## src/rtl/msg_pkg.sv

```systemverilog
// rtl/msg_pkg.sv - character codes, default message and scroller state type
package msg_pkg;

    localparam int CHAR_W = 5;

    localparam logic [CHAR_W-1:0] CHAR_0     = 5'd0;
    localparam logic [CHAR_W-1:0] CHAR_E     = 5'd14;
    localparam logic [CHAR_W-1:0] CHAR_H     = 5'd16;
    localparam logic [CHAR_W-1:0] CHAR_L     = 5'd17;
    localparam logic [CHAR_W-1:0] CHAR_P     = 5'd18;
    localparam logic [CHAR_W-1:0] CHAR_U     = 5'd19;
    localparam logic [CHAR_W-1:0] CHAR_R     = 5'd20;
    localparam logic [CHAR_W-1:0] CHAR_N     = 5'd21;
    localparam logic [CHAR_W-1:0] CHAR_O     = 5'd22;
    localparam logic [CHAR_W-1:0] CHAR_DASH  = 5'd23;
    localparam logic [CHAR_W-1:0] CHAR_BLANK = 5'd31;

    // "HELLO" with the O drawn as the digit 0 glyph; character k sits at [k*CHAR_W +: CHAR_W]
    localparam int DEFAULT_LEN = 5;
    localparam logic [DEFAULT_LEN*CHAR_W-1:0] DEFAULT_MSG = {CHAR_0, CHAR_L, CHAR_L, CHAR_E, CHAR_H};

    typedef enum logic [1:0] {
        SCROLL = 2'd0,
        DWELL  = 2'd1,
        HOLD   = 2'd2
    } scroll_state_e;

    function automatic logic [CHAR_W-1:0] default_char(input int idx);
        if (idx < DEFAULT_LEN) begin
            return DEFAULT_MSG[idx*CHAR_W +: CHAR_W];
        end
        return CHAR_BLANK;
    endfunction

endpackage

```

## src/rtl/seg_decoder.sv

```systemverilog
// rtl/seg_decoder.sv - character code to active-low seven-segment pattern (g..a)
module seg_decoder
    import msg_pkg::*;
(
    input  logic [CHAR_W-1:0] code_i,
    output logic [6:0]        seg_o
);

    always_comb begin
        seg_o = 7'h7F;
        case (code_i)
            5'd0:  seg_o = 7'h40;
            5'd1:  seg_o = 7'h79;
            5'd2:  seg_o = 7'h24;
            5'd3:  seg_o = 7'h30;
            5'd4:  seg_o = 7'h19;
            5'd5:  seg_o = 7'h12;
            5'd6:  seg_o = 7'h02;
            5'd7:  seg_o = 7'h78;
            5'd8:  seg_o = 7'h00;
            5'd9:  seg_o = 7'h10;
            5'd10: seg_o = 7'h08;
            5'd11: seg_o = 7'h03;
            5'd12: seg_o = 7'h46;
            5'd13: seg_o = 7'h21;
            5'd14: seg_o = 7'h06;
            5'd15: seg_o = 7'h0E;
            5'd16: seg_o = 7'h09;
            5'd17: seg_o = 7'h47;
            5'd18: seg_o = 7'h0C;
            5'd19: seg_o = 7'h41;
            5'd20: seg_o = 7'h2F;
            5'd21: seg_o = 7'h2B;
            5'd22: seg_o = 7'h23;
            5'd23: seg_o = 7'h3F;
            default: seg_o = 7'h7F;
        endcase
    end

endmodule

```

## src/rtl/message_scroller.sv

```systemverilog
// rtl/message_scroller.sv - sliding six-digit window over a writable circular message buffer
module message_scroller
    import msg_pkg::*;
#(
    parameter int MSG_LEN     = 16,
    parameter int NUM_DIGITS  = 6,
    parameter int DWELL_STEPS = 2
) (
    input  logic                        clk_in,
    input  logic                        reset,
    input  logic                        scroll_clk,
    input  logic                        run,
    input  logic                        dir,
    input  logic                        wr_en,
    input  logic [$clog2(MSG_LEN)-1:0]  wr_addr,
    input  logic [CHAR_W-1:0]           wr_char,
    output logic [7*NUM_DIGITS-1:0]     hex_out,
    output logic [$clog2(MSG_LEN)-1:0]  pos,
    output logic                        step_pulse
);

    localparam int AW = $clog2(MSG_LEN);

    logic [CHAR_W-1:0]       msg_q [MSG_LEN];
    logic                    prev_q;
    logic [AW-1:0]           pos_q;
    scroll_state_e           state_q;
    logic [7:0]              dwell_cnt_q;
    logic                    step_q;
    logic [7*NUM_DIGITS-1:0] hex_q;

    logic                    tick;
    logic                    tick_ok;
    logic [AW-1:0]           pos_d;
    logic [7*NUM_DIGITS-1:0] seg_d;
    logic [CHAR_W-1:0]       win_char [NUM_DIGITS];

    assign tick    = scroll_clk & ~prev_q;
    // a write in the same cycle swallows the tick
    assign tick_ok = tick & ~wr_en;

    always_comb begin
        pos_d = pos_q;
        if (dir) begin
            pos_d = (pos_q == '0) ? AW'(MSG_LEN - 1) : pos_q - 1'b1;
        end else begin
            pos_d = (pos_q == AW'(MSG_LEN - 1)) ? '0 : pos_q + 1'b1;
        end
    end

    always_ff @(posedge clk_in) begin
        if (reset) begin
            prev_q      <= 1'b0;
            pos_q       <= '0;
            state_q     <= SCROLL;
            dwell_cnt_q <= '0;
            step_q      <= 1'b0;
        end else begin
            prev_q <= scroll_clk;
            step_q <= 1'b0;
            if (!run) begin
                state_q     <= HOLD;
                dwell_cnt_q <= '0;
            end else begin
                case (state_q)
                    SCROLL: begin
                        if (tick_ok) begin
                            pos_q  <= pos_d;
                            step_q <= 1'b1;
                            if (pos_d == '0 && DWELL_STEPS > 0) begin
                                state_q     <= DWELL;
                                dwell_cnt_q <= '0;
                            end
                        end
                    end
                    DWELL: begin
                        if (tick_ok) begin
                            if (dwell_cnt_q == 8'(DWELL_STEPS - 1)) begin
                                state_q     <= SCROLL;
                                dwell_cnt_q <= '0;
                            end else begin
                                dwell_cnt_q <= dwell_cnt_q + 8'd1;
                            end
                        end
                    end
                    default: state_q <= SCROLL;
                endcase
            end
        end
    end

    always_ff @(posedge clk_in) begin
        if (reset) begin
            for (int i = 0; i < MSG_LEN; i++) begin
                msg_q[i] <= default_char(i);
            end
        end else if (wr_en) begin
            msg_q[wr_addr] <= wr_char;
        end
    end

    // digit NUM_DIGITS-1 (leftmost) shows buf[pos]
    for (genvar g = 0; g < NUM_DIGITS; g++) begin : g_digit
        assign win_char[g] = msg_q[AW'((int'(pos_q) + NUM_DIGITS - 1 - g) % MSG_LEN)];
        seg_decoder u_dec (
            .code_i (win_char[g]),
            .seg_o  (seg_d[7*g +: 7])
        );
    end

    always_ff @(posedge clk_in) begin
        if (reset) begin
            hex_q <= '1;
        end else begin
            hex_q <= seg_d;
        end
    end

    assign hex_out    = hex_q;
    assign pos        = pos_q;
    assign step_pulse = step_q;

endmodule

```

## config.mk

```make
export PLATFORM = sky130hd
export DESIGN_NAME = message_scroller
export DESIGN_NICKNAME = d
export VERILOG_FILES = /design/src/rtl/msg_pkg.sv /design/src/rtl/seg_decoder.sv /design/src/rtl/message_scroller.sv
export SDC_FILE = /design/constraint.sdc
export NUM_CORES = 1
export LEC_CHECK = 0
export ABC_AREA = 0
export BUFFER_PORTS_ARGS = -buffer_cell sky130_fd_sc_hd__buf_2
export CAP_MARGIN = 20
export CORE_MARGIN = 8
export CORE_UTILIZATION = 63
export DETAILED_ROUTE_END_ITERATION = 8
export PLACE_DENSITY = 0.87
export SETUP_SLACK_MARGIN = 0.5
export SYNTH_ARGS = -nofsm -noshare
export SYNTH_HDL_FRONTEND = slang
export SYNTH_HIERARCHICAL = 1
export SYNTH_SLANG_ARGS = --single-unit
export TNS_END_PERCENT = 5
```

## constraint.sdc

```tcl
create_clock -name clk_in -period 5.24 [get_ports clk_in]
set_input_delay 0.786 -clock clk_in [delete_from_list [all_inputs] [get_ports clk_in]]
set_output_delay 0.786 -clock clk_in [all_outputs]
set_load 0.01 [all_outputs]
```

# --- Word level (Yosys, flattened, before mapping) ---
# Memories as Yosys holds them, arrays and structs flattened. A register that Yosys moved wholly into a read port is not among the register bits.
# Cells that the tools add are included.
totals:
  ff_bits: 16
  mem_bits_rw: 80
  romBits: 1344
  in_bits: 15
  out_inout_bits: 47
  elab_cells: 83
  memories: 7
mem_list:
  columns: ["name", "depth", "width", "read_ports", "rd_ports_with_merged_regs", "wr", "line", "rtl"]
  rows:
  - ["(no name shown)", 32, 7, 1, 1, 0, "seg_decoder.sv:11", "case (code_i)"]
  - ["(no name shown)", 32, 7, 1, 1, 0, "seg_decoder.sv:11", null]
  - ["(no name shown)", 32, 7, 1, 1, 0, "seg_decoder.sv:11", null]
  - ["(no name shown)", 32, 7, 1, 1, 0, "seg_decoder.sv:11", null]
  - ["(no name shown)", 32, 7, 1, 1, 0, "seg_decoder.sv:11", null]
  - ["(no name shown)", 32, 7, 1, 1, 0, "seg_decoder.sv:11", null]
  - ["+1 memories", null, null, null, null, null, null, null]
op_classes:
  n_addsub: 10
  eq_ne: 11
  mux: 32
  n_bitwise: 6
  n_reduce_logical: 11
op_table:
  columns: ["operator", "count"]
  rows:
  - ["$mux W5", 7]
  - ["$mux W8", 4]
  - ["$mux W4", 6]
  - ["$pmux W8 S2", 1]
  - ["$ne A3 B3 Y1 const B", 4]
  - ["$reduce_and A4 Y1", 3]
  - ["$mux W2", 5]
  - ["$add A8 B1 Y8 const B", 1]
  - ["$eq A8 B1 Y1 const B", 1]
  - ["$logic_not A4 Y1", 2]
  - ["$mux W1", 8]
  - ["$ne A2 B2 Y1 const B", 4]
  - ["$sub A4 B1 Y4 const B", 2]
  - ["$sub A4 B3 Y4 const B", 2]
  - ["$sub A4 B4 Y4 const B", 2]
  - ["$reduce_or A5 Y1", 1]
  - ["$add A4 B1 Y4 const B", 1]
  - ["$add A4 B3 Y4 const B", 1]
  - ["$eq A4 B4 Y1 const B", 1]
  - ["$not A1 Y1", 4]
  - ["$pmux W2 S2", 1]
  - ["$sub A4 B2 Y4 const B", 1]
  - ["$reduce_and A3 Y1", 1]
  - ["$reduce_or A3 Y1", 1]
  - ["other kinds (5)", 6]

# --- Logic depth before layout (Yosys ltp) ---
logic_depth:
  depth_word: 8
  depth_mapped: 21
  depth_no_buf: 16

# --- Cells and area by module ---
# Netlist, hierarchy kept.
modules_own_cells:
  columns: ["mod", "instances", "cells_per_inst", "area_per_inst_um2", "seq_area_each_um2"]
  rows:
  - ["message_scroller", 1, 842, 8909.8, 3563.4]
  - ["seg_decoder", 6, 55, 387.9, 0.0]

# --- Worst setup path before layout ---
# Ideal clock, no wire load.
synth_timing:
  kind: "reg2reg"
  startpoint: "reg pos_q[0] (netlist: pos[0])"
  endpoint: "reg hex_q[17] (netlist: hex_out[17])"
  setup_time_ns: 0.123
  t_arrival_ns: 4.663
  required_ns: 5.117
  path_slack_ns: 0.454
  path_stages_with_launch: 20
  path_buffers: 5
  synth_period_minus_slack_ns: 4.786
  path_cell_list: "dfxtp_1 -> buf_2 -> clkinv_1 -> clkbuf_1 -> ha_1 -> buf_2 -> inv_2 -> ha_1 -> buf_4 -> xnor2_4 -> buf_2 -> mux2i_1 -> a211oi_1 -> o41ai_1 -> nand3_1 -> ha_1 -> nor2b_1 -> a2111oi_0 -> nor3_1 -> or2_2"
synth_lines:
  columns: ["element", "line", "rtl"]
  rows:
  - ["start, declared", "message_scroller.sv:26", "logic [AW-1:0] pos_q;"]
  - ["start signal, assigned", "message_scroller.sv:68", "pos_q <= pos_d;"]
  - ["end, declared", "message_scroller.sv:30", "logic [7*NUM_DIGITS-1:0] hex_q;"]

==> run_results.csv <==
group,metric,value,unit
pwr,total_power,3.70,mW
clock_network,cts_tree,"built",
die,die-width,150,um
clock_network,insertion_delay,0.43,ns
clock_network,root_buffer,"sky130_fd_sc_hd__clkbuf_16",
run_status,run_status,"finished, final reports clean",
die,placement_rows,49,
timing,timing.final.crit_period,4.61,ns
drt,remaining_drc_errors,0,
synth,synth_xor_xnor_area_share,0.0108,
clock_network,cts_htree_levels,4,
synth,synth-warning-count,6,
global_routing,grt_start_max_net_pins,68,
timing,final-hold-violation-count,0,
synth,netlist-cell-type-count,67,
drt,drt_pre_antenna_iters,6,
die,core_area,17700,um^2
setup_path,critPathKind,"reg -> reg",
synth,synth_simple_gate_area_frac,0.195,
pwr,peak_vdd_ir,0.000244,V
synth,postSynthRegisterBits,138,
min_path,hold_path.class,"reg -> reg",
global_routing,groute.usage.overall,0.267,
synth,portion_of_netlist_area_occupied_by_mux_cells,0.206,
timing,layout_worst_path_cycle_share,0.881,
drt,ant_nets,0,
place,place_hpwl,21.3,mm
finish,antenna_cells_inserted,0,
die,floorplan.initialDensity,0.634,
synth,adder_and_majority_cell_fraction_of_the_synthesized_area,0.0579,
synth,synth-compound-area-share,0.159,
timing,fin_tns_setup,0,ns
global_routing,grt_pass1_vias,8915,
timing,grt_setup_unrepaired,"yes",
clock_network,clkSinkCount,138,
synth,syn_area_per_cell,9.59,um^2
timing,setup-violations-final,0,
timing,achievable-frequency,0.217,GHz
global_routing,globalRouteOverflowTotal,0,
clock_network,post_cts.resized_instances,0,
clock_network,cts_hold_buf,0,
setup_path,timing.critical_path.required,5.55,ns
synth,mappedNetlistNets,1239,
setup_path,worstSetupEndpointType,"flop",
flow_run,maxCapViolCount,0,
synth,synthCells,1172,
global_routing,groute.layer.met3.usage,0.0565,
global_routing,met1_usage,0.354,
clock_network,ctsLongestPathBuffers,2,
synth,syn-cell-area,11200,um^2
synth,asyncSetResetFlopFracSynth,0,
finish,layout.cells.most_common_list,"80 x sky130_fd_sc_hd__nand2_1, 80 x sky130_fd_sc_hd__edfxtp_1, 79 x sky130_fd_sc_hd__mux2i_1",
global_routing,global_route.usage.met2,0.414,
clock_network,post-cts-setup-buffers,0,
pwr,power.static_leakage,4.43,nW
synth,synth_top_family_by_area,"multiplexers",
setup_path,type_of_element_launching_the_critical_path,"flop",
synth,synth-edff-count,80,
clock_network,cts.reportedPaths.clkPinSlew,0.06,ns
global_routing,first_pass_grt_wire_length,47.1,mm
drt,detailroute.via_count,9610,
die,top_level_ports,62,
setup_path,timing.critical_path.arrival,4.93,ns
pwr,power_per_cell_area,305,nW/um^2
synth,yosys_most_used_dff,"sky130_fd_sc_hd__edfxtp_1",
place,numPortBuffers,61,
finish,layout-area-overhead-vs-synth,8.01,%
drt,drt-vias-per-instance,6.72,
drt,detail_route.wirelength,29.6,mm
global_routing,grt_busiest_layer,"met2",
timing,slew_violations,0,
global_routing,antenna_found_initial,0,
finish,drive_gt1_frac,0.235,
setup_path,crit_fanout,53,
timing,worst_pin_slew,1.10,ns
clock_network,numCtsBuffers,17,
timing,finClkSkew,0.0119,ns
timing,fin_hold_ws,0.524,ns
finish,final_util,0.685,
place,place.gp.congestion,0.959,
synth,synth-seq-area-share,0.317,
die,area_of_the_die,22400,um^2
drt,routed_wire_length_per_instance,20.7,um
timing,timing.max_slew.rel_slack,0.266,
drt,drtIter0Drc,1137,
finish,nets,1257,
die,die-height,150,um
## final timing paths
check | startpoint | to | slack [ns] | cells after the start
worst max-delay path | pos[1] | hex_out[17] | 0.63 | 16
worst min-delay path | state_q[1] | state_q[0] | 0.52 | 1
worst max register to register | pos[1] | hex_out[17] | 0.63 | 16
worst min register to register | state_q[1] | state_q[0] | 0.52 | 1
## metrics by stage
stage                     setup slack (ns)  instances  instance area, um^2
after floorplan                      0.508       1172                11200
after global placement               0.631       1397                11500
after detailed placement             0.522       1397                11500
after CTS                            0.503       1428                12100
after global routing                 0.325       1431                12100
final                                0.625       1431                12100
## synth_stat cells (3+ instances only)
cell	instances	area share
sky130_fd_sc_hd__or2b_1	7	0.0047
sky130_fd_sc_hd__nor4_1	10	0.0056
sky130_fd_sc_hd__nor3_1	28	0.012
sky130_fd_sc_hd__nor2_1	78	0.026
sky130_fd_sc_hd__buf_4	11	0.0073
sky130_fd_sc_hd__nor2b_1	19	0.011
sky130_fd_sc_hd__o311ai_1	7	0.0055
sky130_fd_sc_hd__clkbuf_1	28	0.0094
sky130_fd_sc_hd__xnor2_1	6	0.0047
sky130_fd_sc_hd__buf_6	8	0.0080
sky130_fd_sc_hd__mux2i_1	80	0.071
sky130_fd_sc_hd__a22oi_1	25	0.017
sky130_fd_sc_hd__nor3b_1	3	0.0020
sky130_fd_sc_hd__and2b_1	6	0.0040
sky130_fd_sc_hd__o31ai_1	18	0.012
sky130_fd_sc_hd__o221a_2	6	0.0060
sky130_fd_sc_hd__o41ai_1	4	0.0031
sky130_fd_sc_hd__ha_1	52	0.058
sky130_fd_sc_hd__edfxtp_1	80	0.21
sky130_fd_sc_hd__mux2_2	22	0.022
sky130_fd_sc_hd__a21o_1	3	0.0020
sky130_fd_sc_hd__a221oi_1	7	0.0055
sky130_fd_sc_hd__buf_2	35	0.016
sky130_fd_sc_hd__dfxtp_1	58	0.10
sky130_fd_sc_hd__o211ai_1	7	0.0047
sky130_fd_sc_hd__nand3_1	21	0.0094
sky130_fd_sc_hd__a31oi_1	6	0.0033
sky130_fd_sc_hd__nand2_1	80	0.027
sky130_fd_sc_hd__o21ai_0	52	0.023
sky130_fd_sc_hd__and3_1	6	0.0033
sky130_fd_sc_hd__and2_1	23	0.013
sky130_fd_sc_hd__a211oi_1	28	0.019
sky130_fd_sc_hd__a21oi_1	74	0.033
sky130_fd_sc_hd__o21ai_1	8	0.0036
sky130_fd_sc_hd__or2_2	76	0.042
sky130_fd_sc_hd__a2111oi_0	7	0.0055
sky130_fd_sc_hd__inv_1	35	0.012
sky130_fd_sc_hd__mux4_2	55	0.11
sky130_fd_sc_hd__or3_1	17	0.0095
sky130_fd_sc_hd__nand2b_1	29	0.016
sky130_fd_sc_hd__o221ai_1	10	0.0078
## worst max-delay path, cell delays in order (launching register included)
cell	delay (ns)
sky130_fd_sc_hd__dfxtp_1	0.64
sky130_fd_sc_hd__ha_1	0.40
sky130_fd_sc_hd__xnor2_2	0.10
sky130_fd_sc_hd__inv_1	0.12
sky130_fd_sc_hd__ha_2	0.27
sky130_fd_sc_hd__buf_8	0.38
sky130_fd_sc_hd__mux2i_1	0.25
sky130_fd_sc_hd__a22oi_1	0.10
sky130_fd_sc_hd__nand2_1	0.12
sky130_fd_sc_hd__a211oi_1	0.06
sky130_fd_sc_hd__o41ai_1	0.44
sky130_fd_sc_hd__nand3_1	0.32
sky130_fd_sc_hd__ha_1	0.37
sky130_fd_sc_hd__nor2b_1	0.15
sky130_fd_sc_hd__a2111oi_0	0.37
sky130_fd_sc_hd__nor3_1	0.08
sky130_fd_sc_hd__or2_2	0.27
## per-layer routing
| metal | share of wire | routed length [um] |
|---|---|---|
| met1 | 0.40 | 11800 |
| met2 | 0.46 | 13600 |
| met3 | 0.11 | 3250 |
| met4 | 0.032 | 948 |
| met5 | 0 | 0 |
## power by group
part	internal, mW	switching, mW	leakage [nW]
clock network	0.698	0.483	0.264
registers	1.26	0.0893	1.28
logic	0.517	0.657	2.89
total	2.47	1.23	4.43
## cell families (layout without fill, tap and decap cells)
group | after synthesis | after routing
simple gates | 417 | 417
buf+inv | 123 | 153
compound gates | 274 | 274
xor+xnor | 10 | 10
flops | 138 | 138
mux | 158 | 158
fa+ha+maj | 52 | 52
## layout make-up
cell class | count | area, um^2
Clock buffer | 20 | 437
Clock inverter | 11 | 123
Fill cell | 1325 | 5580
Inverter | 38 | 143
Multi-Input combinational cell | 911 | 7090
Sequential cell | 138 | 3570
Tap cell | 229 | 287
Timing Repair Buffer | 84 | 489
## registers in the layout (all words and copies together), names as in the netlist
signal / cells
step_pulse: 1
pos: 4
msg_q: 80
state_q: 2
prev_q: 1
dwell_cnt_q: 8
hex_out: 42
(Power assumes the default switching activity.)
